$ cat src/rtl/puf_eval_controller.sv
// puf_eval_controller: drives challenge/launch pulses into an 8-bit arbiter PUF,
// majority-votes NUM_EVAL synchronized samples per bit and hands the voted
// word plus a per-bit stability mask to a valid/ready consumer.
module puf_eval_controller #(
  parameter int unsigned NUM_EVAL   = 7,
  parameter int unsigned SETTLE_CYC = 4,
  parameter logic [7:0]  LFSR_SEED  = 8'h01
) (
  input  logic       clk,
  input  logic       rst_n,
  input  logic       start,
  input  logic       use_lfsr,
  input  logic [7:0] challenge_in,
  output logic       puf_pulse,
  output logic [7:0] puf_challenge,
  input  logic [7:0] puf_response,
  output logic [7:0] resp_out,
  output logic [7:0] stable_mask,
  output logic       resp_valid,
  input  logic       resp_ready,
  output logic       busy
);

  localparam int unsigned NB = 8;
  localparam int unsigned CW = 4;
  localparam int unsigned PW = $clog2(SETTLE_CYC);

  typedef enum logic [2:0] {
    S_IDLE,
    S_LOAD,
    S_PRE,
    S_HIGH,
    S_SAMPLE,
    S_DONE
  } state_t;

  state_t          state_q, state_d;
  logic [PW-1:0]   phase_q, phase_d;
  logic [CW-1:0]   eval_q, eval_d;
  logic [CW-1:0]   ones_q [NB];
  logic [CW-1:0]   ones_d [NB];
  logic [7:0]      lfsr_q, lfsr_d;
  logic            used_lfsr_q, used_lfsr_d;
  logic [7:0]      chal_d;
  logic            pulse_d;
  logic [7:0]      resp_d, mask_d;
  logic            valid_d;
  logic            busy_d;
  logic [7:0]      sync1_q, sync2_q;

  // Two-flop synchronizer for the asynchronous PUF response.
  always_ff @(posedge clk) begin
    if (!rst_n) begin
      sync1_q <= '0;
      sync2_q <= '0;
    end else begin
      sync1_q <= puf_response;
      sync2_q <= sync1_q;
    end
  end

  // Next-state, counter and output computation.
  always_comb begin
    state_d     = state_q;
    phase_d     = '0;
    eval_d      = eval_q;
    ones_d      = ones_q;
    lfsr_d      = lfsr_q;
    used_lfsr_d = used_lfsr_q;
    chal_d      = puf_challenge;
    resp_d      = resp_out;
    mask_d      = stable_mask;
    valid_d     = 1'b0;

    case (state_q)
      S_IDLE: begin
        if (start) begin
          chal_d      = use_lfsr ? lfsr_q : challenge_in;
          used_lfsr_d = use_lfsr;
          state_d     = S_LOAD;
        end
      end
      S_LOAD: begin
        eval_d = '0;
        for (int i = 0; i < NB; i++) ones_d[i] = '0;
        state_d = S_PRE;
      end
      S_PRE: begin
        if (phase_q == PW'(SETTLE_CYC - 1)) state_d = S_HIGH;
        else phase_d = phase_q + PW'(1);
      end
      S_HIGH: begin
        if (phase_q == PW'(SETTLE_CYC - 1)) state_d = S_SAMPLE;
        else phase_d = phase_q + PW'(1);
      end
      S_SAMPLE: begin
        for (int i = 0; i < NB; i++) ones_d[i] = ones_q[i] + CW'(sync2_q[i]);
        eval_d = eval_q + CW'(1);
        if (eval_q == CW'(NUM_EVAL - 1)) begin
          // Vote on the updated counts so the result lands with resp_valid.
          for (int i = 0; i < NB; i++) begin
            resp_d[i] = ones_d[i] > CW'(NUM_EVAL / 2);
            mask_d[i] = (ones_d[i] == '0) || (ones_d[i] == CW'(NUM_EVAL));
          end
          valid_d = 1'b1;
          state_d = S_DONE;
        end else begin
          state_d = S_PRE;
        end
      end
      S_DONE: begin
        valid_d = 1'b1;
        if (resp_ready) begin
          valid_d = 1'b0;
          state_d = S_IDLE;
          if (used_lfsr_q)
            lfsr_d = {lfsr_q[6:0], lfsr_q[7] ^ lfsr_q[5] ^ lfsr_q[4] ^ lfsr_q[3]};
        end
      end
      default: state_d = S_IDLE;
    endcase

    pulse_d = (state_d == S_HIGH) || (state_d == S_SAMPLE);
    busy_d  = (state_d != S_IDLE);
  end

  // State, datapath and registered outputs.
  always_ff @(posedge clk) begin
    if (!rst_n) begin
      state_q       <= S_IDLE;
      phase_q       <= '0;
      eval_q        <= '0;
      for (int i = 0; i < NB; i++) ones_q[i] <= '0;
      lfsr_q        <= LFSR_SEED;
      used_lfsr_q   <= 1'b0;
      puf_challenge <= '0;
      puf_pulse     <= 1'b0;
      resp_out      <= '0;
      stable_mask   <= '0;
      resp_valid    <= 1'b0;
      busy          <= 1'b0;
    end else begin
      state_q       <= state_d;
      phase_q       <= phase_d;
      eval_q        <= eval_d;
      ones_q        <= ones_d;
      lfsr_q        <= lfsr_d;
      used_lfsr_q   <= used_lfsr_d;
      puf_challenge <= chal_d;
      puf_pulse     <= pulse_d;
      resp_out      <= resp_d;
      stable_mask   <= mask_d;
      resp_valid    <= valid_d;
      busy          <= busy_d;
    end
  end

endmodule

$ cat config.mk
export PLATFORM = sky130hd
export DESIGN_NAME = puf_eval_controller
export DESIGN_NICKNAME = d
export VERILOG_FILES = /design/src/rtl/puf_eval_controller.sv
export SDC_FILE = /design/constraint.sdc
export NUM_CORES = 1
export LEC_CHECK = 0
export CORE_MARGIN = 10
export CORE_UTILIZATION = 40
export CTS_BUF_LIST = sky130_fd_sc_hd__clkbuf_16
export DETAILED_ROUTE_END_ITERATION = 10
export GPL_TIMING_DRIVEN = 0
export PLACE_DENSITY = 0.6
export SLEW_MARGIN = 10
export SYNTH_ARGS = -nofsm -noshare
export SYNTH_HDL_FRONTEND = slang
export SYNTH_SLANG_ARGS = --single-unit
$ cat constraint.sdc
create_clock -name clk -period 1.9 [get_ports clk]
set_input_delay 0.38 -clock clk [delete_from_list [all_inputs] [get_ports clk]]
set_output_delay 0.38 -clock clk [all_outputs]
set_load 0.05 [all_outputs]
Word level (Yosys, flattened, before mapping)
Index checks and enable logic that the tools add are counted.

word-level totals
  input bits = 21
  register bits = 93
  output and inout port bits = 27

operators by class
  multiplexer cells = 12
  bitwise gates (word level) = 5
  magnitude comparators = 8
  equality and inequality tests = 17
  add/subtract/negate cells = 10
  reductions and logical operators = 25

operator list
  cell                                                                  count
  32-bit case mux with 2 select lines                                   1
  4-bit by 3-bit == test with 1-bit output, second input constant       9
  4-bit by 1-bit adder with 4-bit output                                8
  4-bit by 2-bit > comparator with 1-bit output, second input constant  8
  4-bit logical NOT                                                     8
  3-bit case mux with 6 select lines                                    1
  3-bit two-way mux                                                     5
  3-bit by 2-bit == test with 1-bit output, second input constant       3
  3-bit == test, second input constant                                  3
  1-bit logical OR                                                      9
  8-bit two-way mux                                                     1
  4-bit case mux with 2 select lines                                    1
  4-bit by 1-bit adder with 4-bit output, second input constant         1
  2-bit AND reduction                                                   2
  3-bit by 1-bit == test with 1-bit output, second input constant       1
  3-bit logical NOT                                                     1
  3-bit AND reduction                                                   1
  3-bit nonzero test                                                    1
  3-bit OR reduction                                                    1
  1-bit bitwise XOR                                                     3
  2-bit by 1-bit adder with 2-bit output, second input constant         1
  2-bit == test, second input constant                                  1
  1-bit two-way mux                                                     2
  1-bit inverter                                                        2
  other kinds (3)                                                       3

Depth between registers and ports, before layout
  depth in word-level cells = 5
  mapped depth = 7
  depth with buffers taken out = 6

Worst setup path after synthesis
Ideal clock, no wire load.

  path kind = reg-to-reg
  start point = register eval_q[0]
  end point = register state_q[0]
  path slack = 0.279 ns
  setup time = 0.115 ns
  data arrival time = 1.506 ns
  stages on the path, launching flop included = 8
  cell sequence = dfxtp_1 > inv_1 > ha_1 > nand3b_1 > clkbuf_1 > mux2_2 > o22ai_1 > and2_1

between the ends
  longest elaborated chain between the ends = 3

ends and longest elaborated chain
  item                                      RTL line  source
  start: declaration                        39        logic [CW-1:0] eval_q, eval_d;
  start signal: assignment                  145       eval_q <= eval_d;
  4-bit by 3-bit == test with 1-bit output  99        if (eval_q == CW'(NUM_EVAL - 1)) begin
  3-bit two-way mux                         99
  3-bit case mux with 6 select lines        75        case (state_q)
  end signal: assignment                    143       state_q <= state_d;
  end: declaration                          37        state_t state_q, state_d;

Every way passes these cells.
A chain may end at the register's enable or synchronous reset.

Worst setup path after layout
  start point = register stable_mask[7]
  end point = output stable_mask[7]

RTL lines
  item                      RTL line  source
  start: declaration        18        output logic [7:0] stable_mask,
  start signal: assignment  152       stable_mask <= mask_d;

No word-level cell between the ends.

==> impl_metrics.toml <==
[sta]
finalHoldViolCount = 0
tightest_slew_ns = 0.647
maxSlewViolCount = 0
fin_crit_ns = 1.86
skew_ns = 0.00700
maxSlewHeadroom = 0.569
setup_viol = 0
fin_worst_hold_slack_ns = 0.429
fmax_mhz = 538
fin_crit_sh = 0.978

[routing]
drt-vias-per-instance = 5.12
drc = 0
via_count = 3174
drtIter0Drc = 183
wire_per_inst_um = 15.9
finalWirelength_um = 9840
dr.pass1.iters = 5
ant_nets = 0

[die]
initial_core_util = 0.415
die_w_um = 121
dieArea_mm2 = 0.0147
chipHeight_um = 121
num_rows = 36
io_pins = 48
core-area_mm2 = 0.00986

[finish]
final_util = 0.514
fin_nets = 522
final_cell_mix = "dfxtp_1, nor2b_1, clkdlybuf4s50_1"
multi_input_area_mm2 = 0.00210
fill_cells = 904
drive_gt1_frac = 0.0698
seq_area_mm2 = 0.00186
n_antenna_cell = 0
layout_commonest_cell = "dfxtp_1"
area_delta_synth_final_pct = 23.8

[logic_synthesis]
synth_edf_count = 0
synth-seq-cells = 93
synth_flop_cell = "dfxtp_1"
synth_cell_types = 42
syn_avg_cell_area_um2 = 9.61
async_reset_ff_frac = 0
ys_warn_count = 0
synthesis.area_mm2 = 0.00409
synthesis.nets = 466
ys_seq_area_frac = 0.455
synthCells = 426

[cts]
root_buffer = "clkbuf_16"
clockBufferDepth = 2
cts.sink_count = 93
clock_latency_ns = 0.34
cts_max_level = 3
cts_made_buffers = 9
cts_hold_buf = 0
cts.clk_slew.worst_paths_ns = 0.07
cts_tree = "yes"

[pwr]
power_density_mw_per_mm2 = 835
vdd_ir_drop_max_v = 0.000332
power.leakage_nw = 2.44

[worst_setup_path]
cp-start-kind = "flip-flop"
cp.required_ns = 1.52
crit_path_max_fanout = 2
slowest_delay_ns = 0.81
crit_type = "flip-flop to output pin"
cp_top_family = "buffers and inverters"
startpoint = "stable_mask[7]$_SDFFE_PN0P_"
crit_chain = "clkdlybuf4s50_1"
worst-path-buf-inv = 1
cp-end-kind = "output pin"
arrival_ns = 1.48
rr_startpoint = "state_q[0]$_SDFF_PN0_"
crit_slowest_cell = "clkdlybuf4s50_1"

[min_path]
hold_path.class = "flip-flop to flip-flop"
min_from = "phase_q[0]$_SDFF_PP0_"

[flow_run]
drv_cap = 0

[global_route]
grt_max_degree = 16
grt_first_pass_wirelength_um = 16400
grt_pass1_vias = 3239
grt_usage = 0.140
antenna_found_initial = 0
grt-ovfl-total = 0

[placed_design]
place.gp.congestion = 0.787
port_buffers = 45
dp_hpwl_um = 6850

[run_status]
outcome = "finished, final reports clean"
-- cell usage after synthesis, types with 6 or more instances --
master / count / share of area
nand3_1: 10 / 0.012
o22ai_1: 9 / 0.014
ha_1: 19 / 0.058
nor3_1: 18 / 0.022
and3_1: 9 / 0.014
xor2_1: 18 / 0.039
mux2i_1: 16 / 0.039
dfxtp_1: 93 / 0.45
buf_2: 11 / 0.013
nor2b_1: 28 / 0.043
nand2_1: 21 / 0.019
and2_1: 26 / 0.040
nand3b_1: 10 / 0.018
clkbuf_1: 16 / 0.015
a21oi_1: 14 / 0.017
a21boi_0: 6 / 0.011
a22oi_1: 17 / 0.031
o2bb2ai_1: 8 / 0.017
o21ai_0: 26 / 0.032
o211a_1: 8 / 0.020
nor2_1: 14 / 0.013
-- routing by layer --
metal  up-vias  wire, um  GRT usage
met4         0       140     0.0574
li1       1619         -          -
met5         -         0          0
met3        15       479     0.0312
met2        54      4740      0.231
met1      1486      4480      0.173
-- cell families (layout without fill, tap and decap cells) --
group | after synthesis | count (layout) | share of synthesized area
simple gates | 147 | 147 | 0.207
compound gates | 98 | 98 | 0.160
flops | 93 | 93 | 0.455
buf+inv | 31 | 92 | 0.0336
xor+xnor | 21 | 21 | 0.0449
fa+ha+maj | 19 | 19 | 0.0581
mux | 17 | 17 | 0.0419
-- registers in the layout, indices dropped and copies added, names as in the netlist --
name and cells:
busy 1, eval_q 4, lfsr_q 8, ones_q 32
phase_q 2, puf_challenge 8, puf_pulse 1, resp_out 8
resp_valid 1, stable_mask 8, state_q 3, sync1_q 8
sync2_q 8, used_lfsr_q 1
-- report_power, final --
part	internal (mW)	leakage [nW]	total, mW	switching [mW]
Sequential	1.99	0.755	2.01	0.0176
Clock	1.15	0.161	1.89	0.744
Combinational	0.139	1.52	0.336	0.197
Total	3.28	2.44	4.23	0.959
-- path summary, 6_finish.rpt --
| check | endpoint | slack [ns] | depth (start not counted) |
|---|---|---|---|
| max reg2reg | stable_mask[4]$_SDFFE_PN0P_ | 0.09 | 6 |
| min | phase_q[0]$_SDFF_PP0_ | 0.43 | 1 |
| min reg2reg | phase_q[0]$_SDFF_PP0_ | 0.43 | 1 |
| max | stable_mask[7] | 0.04 | 1 |
-- layout make-up --
class	count	area share
Inverter	2	0.00148
Multi-Input combinational cell	302	0.414
Buffer	29	0.0259
Clock buffer	9	0.0444
Sequential cell	93	0.367
Timing Repair Buffer	45	0.0963
Clock inverter	7	0.0180
Tap cell	133	0.0328
-- metrics by stage --
step / TNS (ns) / cell area (um2) / power, mW / cells / setup WS [ns]
global placement: -0.307 / 4710 / 2.39 / 604 / -0.112
detailed placement: -0.273 / 4710 / 2.39 / 604 / -0.124
floorplan: 0 / 4090 / 2.26 / 426 / 0.279
finish: 0 / 5070 / 4.23 / 620 / 0.0425
CTS: 0 / 5030 / 4.29 / 620 / 0.00223
global route: -0.00223 / 5070 / 4.40 / 620 / -0.00223
-- repair_timing --
action / 4_1_cts / 5_1_grt
gates resized for setup: 3 / 17
setup endpoints to repair: 3 / 17
setup buffers: 0 / 0
hold endpoints to repair: 0 / 0
Note: power is estimated with default switching activity, not from simulation.
